==> config.mk <==
export PLATFORM = sky130hd
export DESIGN_NAME = uart_tx
export DESIGN_NICKNAME = d
export VERILOG_FILES = /design/src/rtl/uart_tx.sv
export SDC_FILE = /design/constraint.sdc
export NUM_CORES = 1
export LEC_CHECK = 0
export ABC_AREA = 1
export CORE_MARGIN = 3
export CORE_UTILIZATION = 55
export DETAILED_ROUTE_END_ITERATION = 10
export PLACE_DENSITY = 0.78
export SYNTH_ARGS = -nofsm -noshare
export SYNTH_HDL_FRONTEND = slang
export SYNTH_SLANG_ARGS = --single-unit
==> constraint.sdc <==
create_clock -name ACLK -period 1.98 [get_ports ACLK]
set_input_delay 0.396 -clock ACLK [delete_from_list [all_inputs] [get_ports ACLK]]
set_output_delay 0.396 -clock ACLK [all_outputs]
set_load 0.02 [all_outputs]
==> src/rtl/uart_tx.sv <==
// UART transmitter: 16x-oversampled start/data/parity/stop framing, LSB first.
// Define KRV_UART_TX_FIFO_EN to replace the single holding register with a FIFO_DEPTH-entry FIFO.
module uart_tx #(
  parameter int unsigned OVERSAMPLE = 16,
  parameter int unsigned FIFO_DEPTH = 4
) (
  input  logic       ACLK,
  input  logic       ARESETn,
  input  logic       tx_sample_pulse,
  input  logic       data_bits,
  input  logic       parity_en,
  input  logic       parity_odd0_even1,
  input  logic       tx_data_reg_wr,
  input  logic [7:0] tx_data,
  output logic       UART_TX,
  output logic       tx_ready,
  output logic       tx_busy,
  output logic       tx_done,
  output logic       tx_overflow
);

  localparam int unsigned CW = $clog2(OVERSAMPLE);

  typedef enum logic [2:0] {IDLE, START, DATA, PARITY, STOP} state_e;

  state_e          state_q, state_d;
  logic [CW-1:0]   cnt_q, cnt_d;
  logic [2:0]      idx_q, idx_d;
  logic [7:0]      shift_q, shift_d;
  logic            par_q, par_d;
  logic            db_q, db_d;
  logic            pe_q, pe_d;
  logic            even_q, even_d;
  logic            tx_q, tx_d;
  logic            done_q, done_d;
  logic            ovf_q, ovf_d;

  logic            buf_empty;
  logic            buf_full;
  logic [7:0]      buf_head;
  logic            pop;
  logic            push;
  logic            bit_end;
  logic            load_frame;

  assign push = tx_data_reg_wr && (!buf_full || pop);

`ifdef KRV_UART_TX_FIFO_EN
  localparam int unsigned AW = (FIFO_DEPTH > 1) ? $clog2(FIFO_DEPTH) : 1;

  logic [7:0]  mem_q [FIFO_DEPTH];
  logic [AW:0] wptr_q, rptr_q;

  assign buf_empty = (wptr_q == rptr_q);
  assign buf_full  = (wptr_q[AW] != rptr_q[AW]) && (wptr_q[AW-1:0] == rptr_q[AW-1:0]);
  assign buf_head  = mem_q[rptr_q[AW-1:0]];

  always_ff @(posedge ACLK or negedge ARESETn) begin
    if (!ARESETn) begin
      wptr_q <= '0;
      rptr_q <= '0;
    end else begin
      if (push) wptr_q <= wptr_q + 1'b1;
      if (pop)  rptr_q <= rptr_q + 1'b1;
    end
  end

  always_ff @(posedge ACLK) begin
    if (push) mem_q[wptr_q[AW-1:0]] <= tx_data;
  end
`else
  logic       hold_valid_q;
  logic [7:0] hold_data_q;

  assign buf_empty = !hold_valid_q;
  assign buf_full  = hold_valid_q;
  assign buf_head  = hold_data_q;

  always_ff @(posedge ACLK or negedge ARESETn) begin
    if (!ARESETn) begin
      hold_valid_q <= 1'b0;
      hold_data_q  <= '0;
    end else if (push) begin
      hold_valid_q <= 1'b1;
      hold_data_q  <= tx_data;
    end else if (pop) begin
      hold_valid_q <= 1'b0;
    end
  end
`endif

  assign bit_end = tx_sample_pulse && (cnt_q == CW'(OVERSAMPLE - 1));

  always_comb begin
    state_d    = state_q;
    cnt_d      = cnt_q;
    idx_d      = idx_q;
    shift_d    = shift_q;
    par_d      = par_q;
    db_d       = db_q;
    pe_d       = pe_q;
    even_d     = even_q;
    done_d     = 1'b0;
    pop        = 1'b0;
    load_frame = 1'b0;
    tx_d       = 1'b1;

    if (state_q != IDLE && tx_sample_pulse) begin
      cnt_d = bit_end ? '0 : cnt_q + 1'b1;
    end

    unique case (state_q)
      IDLE: begin
        if (!buf_empty) load_frame = 1'b1;
      end
      START: begin
        if (bit_end) state_d = DATA;
      end
      DATA: begin
        if (bit_end) begin
          shift_d = {1'b0, shift_q[7:1]};
          par_d   = par_q ^ shift_q[0];
          idx_d   = idx_q + 3'd1;
          if (idx_q == (db_q ? 3'd7 : 3'd6)) state_d = pe_q ? PARITY : STOP;
        end
      end
      PARITY: begin
        if (bit_end) state_d = STOP;
      end
      STOP: begin
        // Pending data starts its START directly from the stop-bit end, so no idle gap.
        if (bit_end) begin
          done_d = 1'b1;
          if (!buf_empty) load_frame = 1'b1;
          else            state_d    = IDLE;
        end
      end
      default: state_d = IDLE;
    endcase

    if (load_frame) begin
      pop     = 1'b1;
      state_d = START;
      cnt_d   = '0;
      idx_d   = '0;
      par_d   = 1'b0;
      shift_d = buf_head;
      db_d    = data_bits;
      pe_d    = parity_en;
      even_d  = parity_odd0_even1;
    end

    unique case (state_d)
      START:   tx_d = 1'b0;
      DATA:    tx_d = shift_d[0];
      PARITY:  tx_d = par_d ^ ~even_d;
      default: tx_d = 1'b1;
    endcase
  end

  assign ovf_d = tx_data_reg_wr && !push;

  always_ff @(posedge ACLK or negedge ARESETn) begin
    if (!ARESETn) begin
      state_q <= IDLE;
      cnt_q   <= '0;
      idx_q   <= '0;
      shift_q <= '0;
      par_q   <= 1'b0;
      db_q    <= 1'b1;
      pe_q    <= 1'b0;
      even_q  <= 1'b0;
      tx_q    <= 1'b1;
      done_q  <= 1'b0;
      ovf_q   <= 1'b0;
    end else begin
      state_q <= state_d;
      cnt_q   <= cnt_d;
      idx_q   <= idx_d;
      shift_q <= shift_d;
      par_q   <= par_d;
      db_q    <= db_d;
      pe_q    <= pe_d;
      even_q  <= even_d;
      tx_q    <= tx_d;
      done_q  <= done_d;
      ovf_q   <= ovf_d;
    end
  end

  assign UART_TX     = tx_q;
  assign tx_ready    = !buf_full;
  assign tx_busy     = (state_q != IDLE) || !buf_empty;
  assign tx_done     = done_q;
  assign tx_overflow = ovf_q;

endmodule

==> run_results.csv <==
group,metric,value,unit
power,power_density,1200,nW/µm²
global_routing,grtUsageTotal,0.197,
synth,synth_seq_cells,34,
synth,syn_area,1750,µm²
global_routing,grt_pass1_vias,1393,
timing,max_freq,527,MHz
drt,drt-total-wl,3.44,mm
drt,drc,0,
status,status,"completed",
clocking,cts.sinks,34,
synth,synth_ff_type,"dfrtp_1",
setup_path,arrival,1500,ps
timing,fin_ws,84.0,ps
clocking,cts_setup_buffers,0,
setup_path,critPathMaxFanout,3,
synth,synth.distinct_cells,29,
timing,period_share,0.958,
layout,diodes,0,
power,p_leak,1.01,nW
drt,dr_total_vias,1371,
clocking,clk_latency,330,ps
placement,io_buffers,19,
drt,avgViaCountPerCell,5.12,
synth,async_reset_ff_frac,1.00,
drt,ant_nets,0,
placement,post-dp-hpwl,2.60,mm
setup_path,required,1580,ps
synth,synth_cells,200,
timing,hold_viol_final,0,
drt,dr.pass1.iters,4,
timing,tns,0,ps
setup_path,crit_path_end_kind,"output port",
synth,synthesis.yosys.warnings,0,
floorplanning,start_util,0.603,
timing,setup_violations,0,
timing,fin_crit,1900,ps
setup_path,critPathLaunchType,"register",
layout,area_delta_synth_final,16.1,%
floorplanning,die_w,62.4,µm
clocking,ctsHtreeMaxLevel,2,
clocking,cts-root-buf,"clkbuf_4",
timing,skew,3.78,ps
layout,layout-drive-gt1-share,0.186,
clocking,tritoncts,"done",
clocking,cts_hold_buf,0,
job,drv_cap,0,
clocking,clkTransAtPathRegs,90,ps
floorplanning,std_cell_rows,19,
placement,pre_cts_slack,17.0,ps
drt,wl_per_cell,12.8,µm
floorplanning,die_area,3890,µm²
timing,slew_headroom,0.725,
timing,tightestPinTransition,412,ps
synth,ys_seq_area_frac,0.488,
timing,rsz0062_at_grt,"false",
clocking,numCtsBuffers,5,
clocking,cts_max_path_buffers,2,
synth,synth-edff-count,0,
layout,final_net_count,243,
hold_path,min_path_type,"in -> async",
drt,drt-initial-drc-count,93,
global_routing,grt_first_pass_wirelength,6.07,mm
global_routing,grt_max_degree,35,
power,ir_worst_vdd,0.822,mV
synth,avgSynthCellArea,8.75,µm²
floorplanning,ios,20,
placement,gp_congestion,0.835,
global_routing,grt_overflow,0,
setup_path,criticalPathCategory,"reg -> out",
floorplanning,die_h,62.4,µm
layout,fillerInstances,265,
timing,slew_violations,0,
synth,synth_nets,217,
floorplanning,core-area,2900,µm²
clocking,cts_resized,1,
global_routing,antenna_found_initial,0,
flip-flops by register name (all words and copies together) (netlist names):
name,flops
tx_overflow,1
db_q,1
cnt_q,4
even_q,1
buf_head,8
state_q,3
par_q,1
UART_TX,1
tx_done,1
pe_q,1
idx_q,3
shift_q,8
buf_full,1
per-stage QoR:
| stage | util | cells | instance area [µm²] | hold WS, ps | power (mW) |
|---|---|---|---|---|---|
| floorplan | - | 200 | 1750 | 100 | 1.85 |
| global placement | 0.685 | 261 | 1990 | 460 | 2.04 |
| detailed placement | 0.685 | 261 | 1990 | 469 | 2.10 |
| CTS | 0.700 | 268 | 2030 | 455 | 2.45 |
| global route | 0.700 | 268 | 2030 | 475 | 2.64 |
| finish | 0.700 | 268 | 2030 | 452 | 2.43 |
cell usage in the layout, fill, tap and decap left out, types with 2 or more instances in the layout:
master / count
ha_1: 2
dfstp_2: 2
clkbuf_4: 5
a21oi_1: 4
nand3_1: 18
buf_4: 4
o21ai_2: 2
clkbuf_1: 2
o211ai_1: 2
nand2_1: 57
nor2_2: 3
nor2_4: 4
inv_2: 4
nand4_1: 3
a21oi_2: 2
nor2_1: 7
inv_1: 24
dfrtp_1: 32
o21ai_0: 6
clkdlybuf4s50_1: 18
nand2_2: 8
o221ai_1: 5
nand2_4: 4
cells in the mapped netlist (2+ instances only):
| master | count | share of area |
|---|---|---|
| a21oi_1 | 4 | 0.011 |
| a21oi_2 | 2 | 0.010 |
| buf_6 | 2 | 0.013 |
| dfrtp_1 | 32 | 0.46 |
| dfstp_2 | 2 | 0.030 |
| ha_1 | 2 | 0.014 |
| inv_1 | 24 | 0.052 |
| inv_2 | 4 | 0.0086 |
| nand2_1 | 57 | 0.12 |
| nand2_2 | 8 | 0.029 |
| nand2_4 | 4 | 0.026 |
| nand3_1 | 18 | 0.052 |
| nand4_1 | 3 | 0.011 |
| nor2_1 | 7 | 0.015 |
| nor2_2 | 3 | 0.011 |
| nor2_4 | 4 | 0.026 |
| o211ai_1 | 2 | 0.0086 |
| o21ai_0 | 6 | 0.017 |
| o21ai_2 | 2 | 0.010 |
| o221ai_1 | 5 | 0.025 |
where the power goes:
group | switching (mW) | internal, mW | total (mW)
clock | 0.215 | 0.134 | 0.348
combinational | 0.596 | 0.356 | 0.952
sequential | 0.163 | 0.967 | 1.13
routing by layer:
metal | GRT usage | up-vias | part of all wire
li1 | - | 694 | -
met1 | 0.247 | 645 | 0.47
met2 | 0.309 | 23 | 0.47
met3 | 0.0683 | 9 | 0.043
met4 | 0.0826 | 0 | 0.018
met5 | 0 | - | 0
final timing paths:
kind	startpoint	end	slack, ps	depth (start not counted)
worst max-delay path	buf_full	tx_ready	80	2
worst min-delay path	ARESETn	shift_q[6]	450	2
worst max register to register	cnt_q[0]	UART_TX	240	9
worst min register to register	buf_head[6]	buf_head[6]	490	2
max in group asynchronous	ARESETn	UART_TX	1190	2
min in group ACLK	buf_head[6]	buf_head[6]	490	2
cell families (layout without fill, tap and decap cells):
family	after synthesis	after routing	synth area share
AOI/OAI and AO/OA	25	25	0.108
adders and majority gates	2	2	0.0143
buffers and inverters	33	59	0.0851
DFF	34	34	0.488
and+or+nand+nor	106	106	0.305
critical path, cell delays in order, from the launching register on:
cell and delay [ps]:
dfrtp_1 440, inv_1 120, clkdlybuf4s50_1 610
final cells by class:
cell class,instances,area [µm²],area share
flip-flops and latches,34,853,0.420
multi-input cells,133,747,0.368
repair buffers,23,219,0.108
inverters,29,114,0.0561
well taps,42,52.6,0.0259
clock buffers,7,45.0,0.0222
Power figures use the tool's default switching activity.
==> RTL change 1, RTL diff (config.mk and constraints unchanged) <==
Set the parameter `OVERSAMPLE` to 8 (it was 16).
--- a/src/rtl/uart_tx.sv
+++ b/src/rtl/uart_tx.sv
@@ -3,3 +3,3 @@
 module uart_tx #(
-  parameter int unsigned OVERSAMPLE = 16,
+  parameter int unsigned OVERSAMPLE = 8,
   parameter int unsigned FIFO_DEPTH = 4
Function: no difference found for any inputs over 10 cycles, from zero or initial values and one cycle with ARESETn low; that may be too few to reach the edited logic, so the function may still have changed.
==> RTL change 1 against the original RTL <==
- core utilization decreased by 0.97 points
- sequential cell count decreased by 1
- first-iteration DRC count decreased by 60%
- global-route usage shrank 0.086 points
- register-to-register slack got worse by 0.08 ns
- cell area is 4.6% lower
- worst setup slack gained 0.061 ns
- total power grew 2.8%
- area after synthesis shrank 6.5%
- routed wire length shrank 11%
- clock power grew 11%
==> RTL change 1: results (changes against the original RTL) <==
Layout clock buffer count: 6 (was 7)
First-pass GRT wire length: 5195 um (was 6065 um)
DR vias/cell: 5.399 (was 5.116)
Met1 Usage GRT: 0.2197 (was 0.2471)
Final #Nets: 215 (was 243)
Nonclk inv count: 28 (was 29)
Comb power: 995 uW (was 952 uW)
Share of cells above drive strength 1: 0.2183 (was 0.1858)
Design Power: 2497 uW (was 2430 uW)
ClkCell Share: 0.03036 (was 0.02218)
RR Endpoint: buf_head[3] (was UART_TX)
GRT Resource Usage Total: 0.1957 (was 0.1966)
Clock network power: 388 uW (was 348 uW)
Launch point of the worst path: UART_TX (was buf_full)
Fillers: 240 (was 265)
Wire length on met2: 1617 um (was 1614 um)
CP Max Fanout: 1 (was 3)
Lkg Pwr: 0.0009748 uW (was 0.001007 uW)
Largest net degree at the start of global routing: 34 (was 35)
Placed Area: 1874 um^2 (was 1987 um^2)
Int Power: 1575 uW (was 1456 uW)
Syn nets: 187 (was 217)
Routed wl met3: 112 um (was 149 um)
Distinct cells, synth: 30 (was 29)
Status: completed (unchanged)
DR iter-0 viols: 37 (was 93)
Synth area leaders: dfrtp_1 47%, nand2_1 8.7%, inv_1 5.5%, mux2_4 5.5%, nor2_4 4.1% (was dfrtp_1 46%, nand2_1 12%, nand3_1 5.2%, inv_1 5.2%, dfstp_2 3.0%)
Data buffer area share: 0.1182 (was 0.1078)
Max IR drop VDD: 0.0006271 V (was 0.0008222 V)
Vias: 1231 (was 1371)
R2r setup slk: 0.16 ns (was 0.24 ns)
GR Util met2: 0.3395 (was 0.3091)
M3 GR Usage: 0.05106 (was 0.06835)
-- RTL change 1: worst max-delay path by stage --
stage | slack [ns] | endpoint | depth (start not counted)
6_report | 0.14 | UART_TX | 1
3_3_place_gp | 0.08 | buf_head[1] | 7
5_1_grt | 0.05 | shift_q[5] | 9
4_1_cts | 0.03 | tx_ready | 2
2_1_floorplan | 0.32 | buf_head[1] | 8
3_5_place_dp | 0.04 | buf_head[2] | 7
-- RTL change 1: worst register-to-register path: stages (launching register included) --
cell	delay [ns]
dfrtp_1	0.41
ha_1	0.21
ha_1	0.20
nand2_2	0.14
nand2_2	0.09
nand3_4	0.13
nand2_4	0.08
nand2_4	0.14
mux2_4	0.32
-- RTL change 1: kinds of logic after synthesis --
| kind of cell | count (synthesis) | synth area share |
|---|---|---|
| adders and majority gates | 3 | 0.02296 |
| buffers and inverters | 31 | 0.08110 |
| DFF | 33 | 0.5065 |
| and+or+nand+nor | 74 | 0.2433 |
| AOI/OAI and AO/OA | 22 | 0.09105 |
| muxes | 6 | 0.05509 |
==> RTL change 2, RTL diff (same settings) <==
Without the edit above. Encoding of `state_e`: now one-hot (5 bits for 5 states).
--- a/src/rtl/uart_tx.sv
+++ b/src/rtl/uart_tx.sv
@@ -23,3 +23,3 @@
 
-  typedef enum logic [2:0] {IDLE, START, DATA, PARITY, STOP} state_e;
+  typedef enum logic [4:0] {IDLE = 5'b00001, START = 5'b00010, DATA = 5'b00100, PARITY = 5'b01000, STOP = 5'b10000} state_e;
 
Behaviour: no difference found for any inputs over 10 cycles, from zero or initial values and one cycle with ARESETn low; not proved beyond that.
==> RTL change 2 against the original RTL <==
- die area rose by 4.1%
- cell area is 6.0% higher
- worst setup slack improved by 0.023 ns
- routed wire length grew 1.6%
- first-iteration DRC count fell by 29%
- sequential cell count increased by 2
- area after synthesis rose by 4.6%
- global-route usage decreased by 0.15 points
- total power rose by 11%
- clock skew grew 0.0071 ns
==> RTL change 2: results (changes against the original RTL) <==
Clock network power: 419 uW (was 348 uW)
M3 GR Usage: 0.04635 (was 0.06835)
Synth area leaders: dfrtp_1 45%, nand2_1 11%, nand3_1 6.6%, inv_1 4.7%, dfstp_2 4.3% (was dfrtp_1 46%, nand2_1 12%, nand3_1 5.2%, inv_1 5.2%, dfstp_2 3.0%)
Share of cells above drive strength 1: 0.1708 (was 0.1858)
Largest net degree at the start of global routing: 37 (was 35)
Sw frac: 0.3993 (was 0.4007)
Clock transition at the registers of the reported paths: 0.11 ns (was 0.09 ns)
Post-synth ARST share: 1.000 (unchanged)
GRT Resource Usage Total: 0.1951 (was 0.1966)
Vias: 1470 (was 1371)
Distinct cells, synth: 33 (was 29)
Wire length on met2: 1704 um (was 1614 um)
Port-buffer cells: 19 (unchanged)
Max IR drop VDD: 0.0006635 V (was 0.0008222 V)
Final #Nets: 256 (was 243)
Synth top cells by count: 53 x nand2_1, 33 x dfrtp_1, 24 x nand3_1 (was 57 x nand2_1, 32 x dfrtp_1, 24 x inv_1)
Pre-CTS setup slack: 0.02587 ns (was 0.01700 ns)
RR Endpoint: shift_q[5] (was UART_TX)
Top routing layer in use: met4 (unchanged)
Comb power: 1110 uW (was 952 uW)
Routed wl met3: 161 um (was 149 um)
DR iter-0 viols: 66 (was 93)
Fin crit share: 0.9459 (was 0.9576)
CP Capture Point: UART_TX (was tx_ready)
GR Util met2: 0.3103 (was 0.3091)
Met1 Usage GRT: 0.2442 (was 0.2471)
Routed WL per cell: 12.31 um (was 12.85 um)
Lkg Pwr: 0.001069 uW (was 0.001007 uW)
# placed instances: 276 (was 261)
DP Wirelength: 2660 um (was 2597 um)
Metal-1 WL: 1543 um (was 1615 um)
Launch point of the worst path: UART_TX (was buf_full)
Status: completed (unchanged)
R2r setup slk: 0.30 ns (was 0.24 ns)
DR vias/cell: 5.176 (was 5.116)
Vias in the first global route: 1348 (was 1393)
First-pass GRT wire length: 6023 um (was 6065 um)
Worst path arrival time: 1.48 ns (was 1.50 ns)
Sequential fraction of the synthesis area: 0.4945 (was 0.4878)
Worst reg2reg path depth: 8 (was 9)
Clock buffer depth: 2 (unchanged)
Fillers: 284 (was 265)
Clk_lat worst skew: 0.35 ns (was 0.33 ns)
Skew final: 0.01087 ns (was 0.003783 ns)
CP max stage delay: 0.59 ns (was 0.61 ns)
Post-CTS sizing: 3 (was 1)
GP Congestion: 0.8377 (was 0.8354)
Max_slew headroom: 0.7041 (was 0.7255)
Synth Instances: 210 (was 200)
Syn nets: 227 (was 217)
CP Max Fanout: 1 (was 3)
-- RTL change 2: area by class of cell --
type,instances,area share
clock buffer,7,0.02557
clock inverter,1,0.003486
inverter,24,0.04184
multi-input combinational,146,0.3719
sequential,36,0.4201
tap,44,0.02557
timing repair buffer,26,0.1116
-- RTL change 2: per-stage QoR --
step             util  cell area [um^2]  hold slack, ns  power, uW
4_1_cts        0.6952              2157          0.4619       2722
6_report       0.6940              2153          0.4496       2695
3_5_place_dp   0.6746              2093          0.4697       2303
5_1_grt        0.6940              2153          0.4895       2902
3_3_place_gp   0.6746              2093          0.4554       2245
2_1_floorplan       -              1829          0.1004       1958
-- RTL change 2: cells by family (layout without fill, tap and decap cells) --
family	Yosys count	count (layout)	share of synthesized area
xor+xnor	2	2	0.009578
buf+inv	28	58	0.06771
fa+ha+maj	2	2	0.01368
compound gates	24	24	0.08003
simple gates	118	118	0.3345
flops	36	36	0.4945
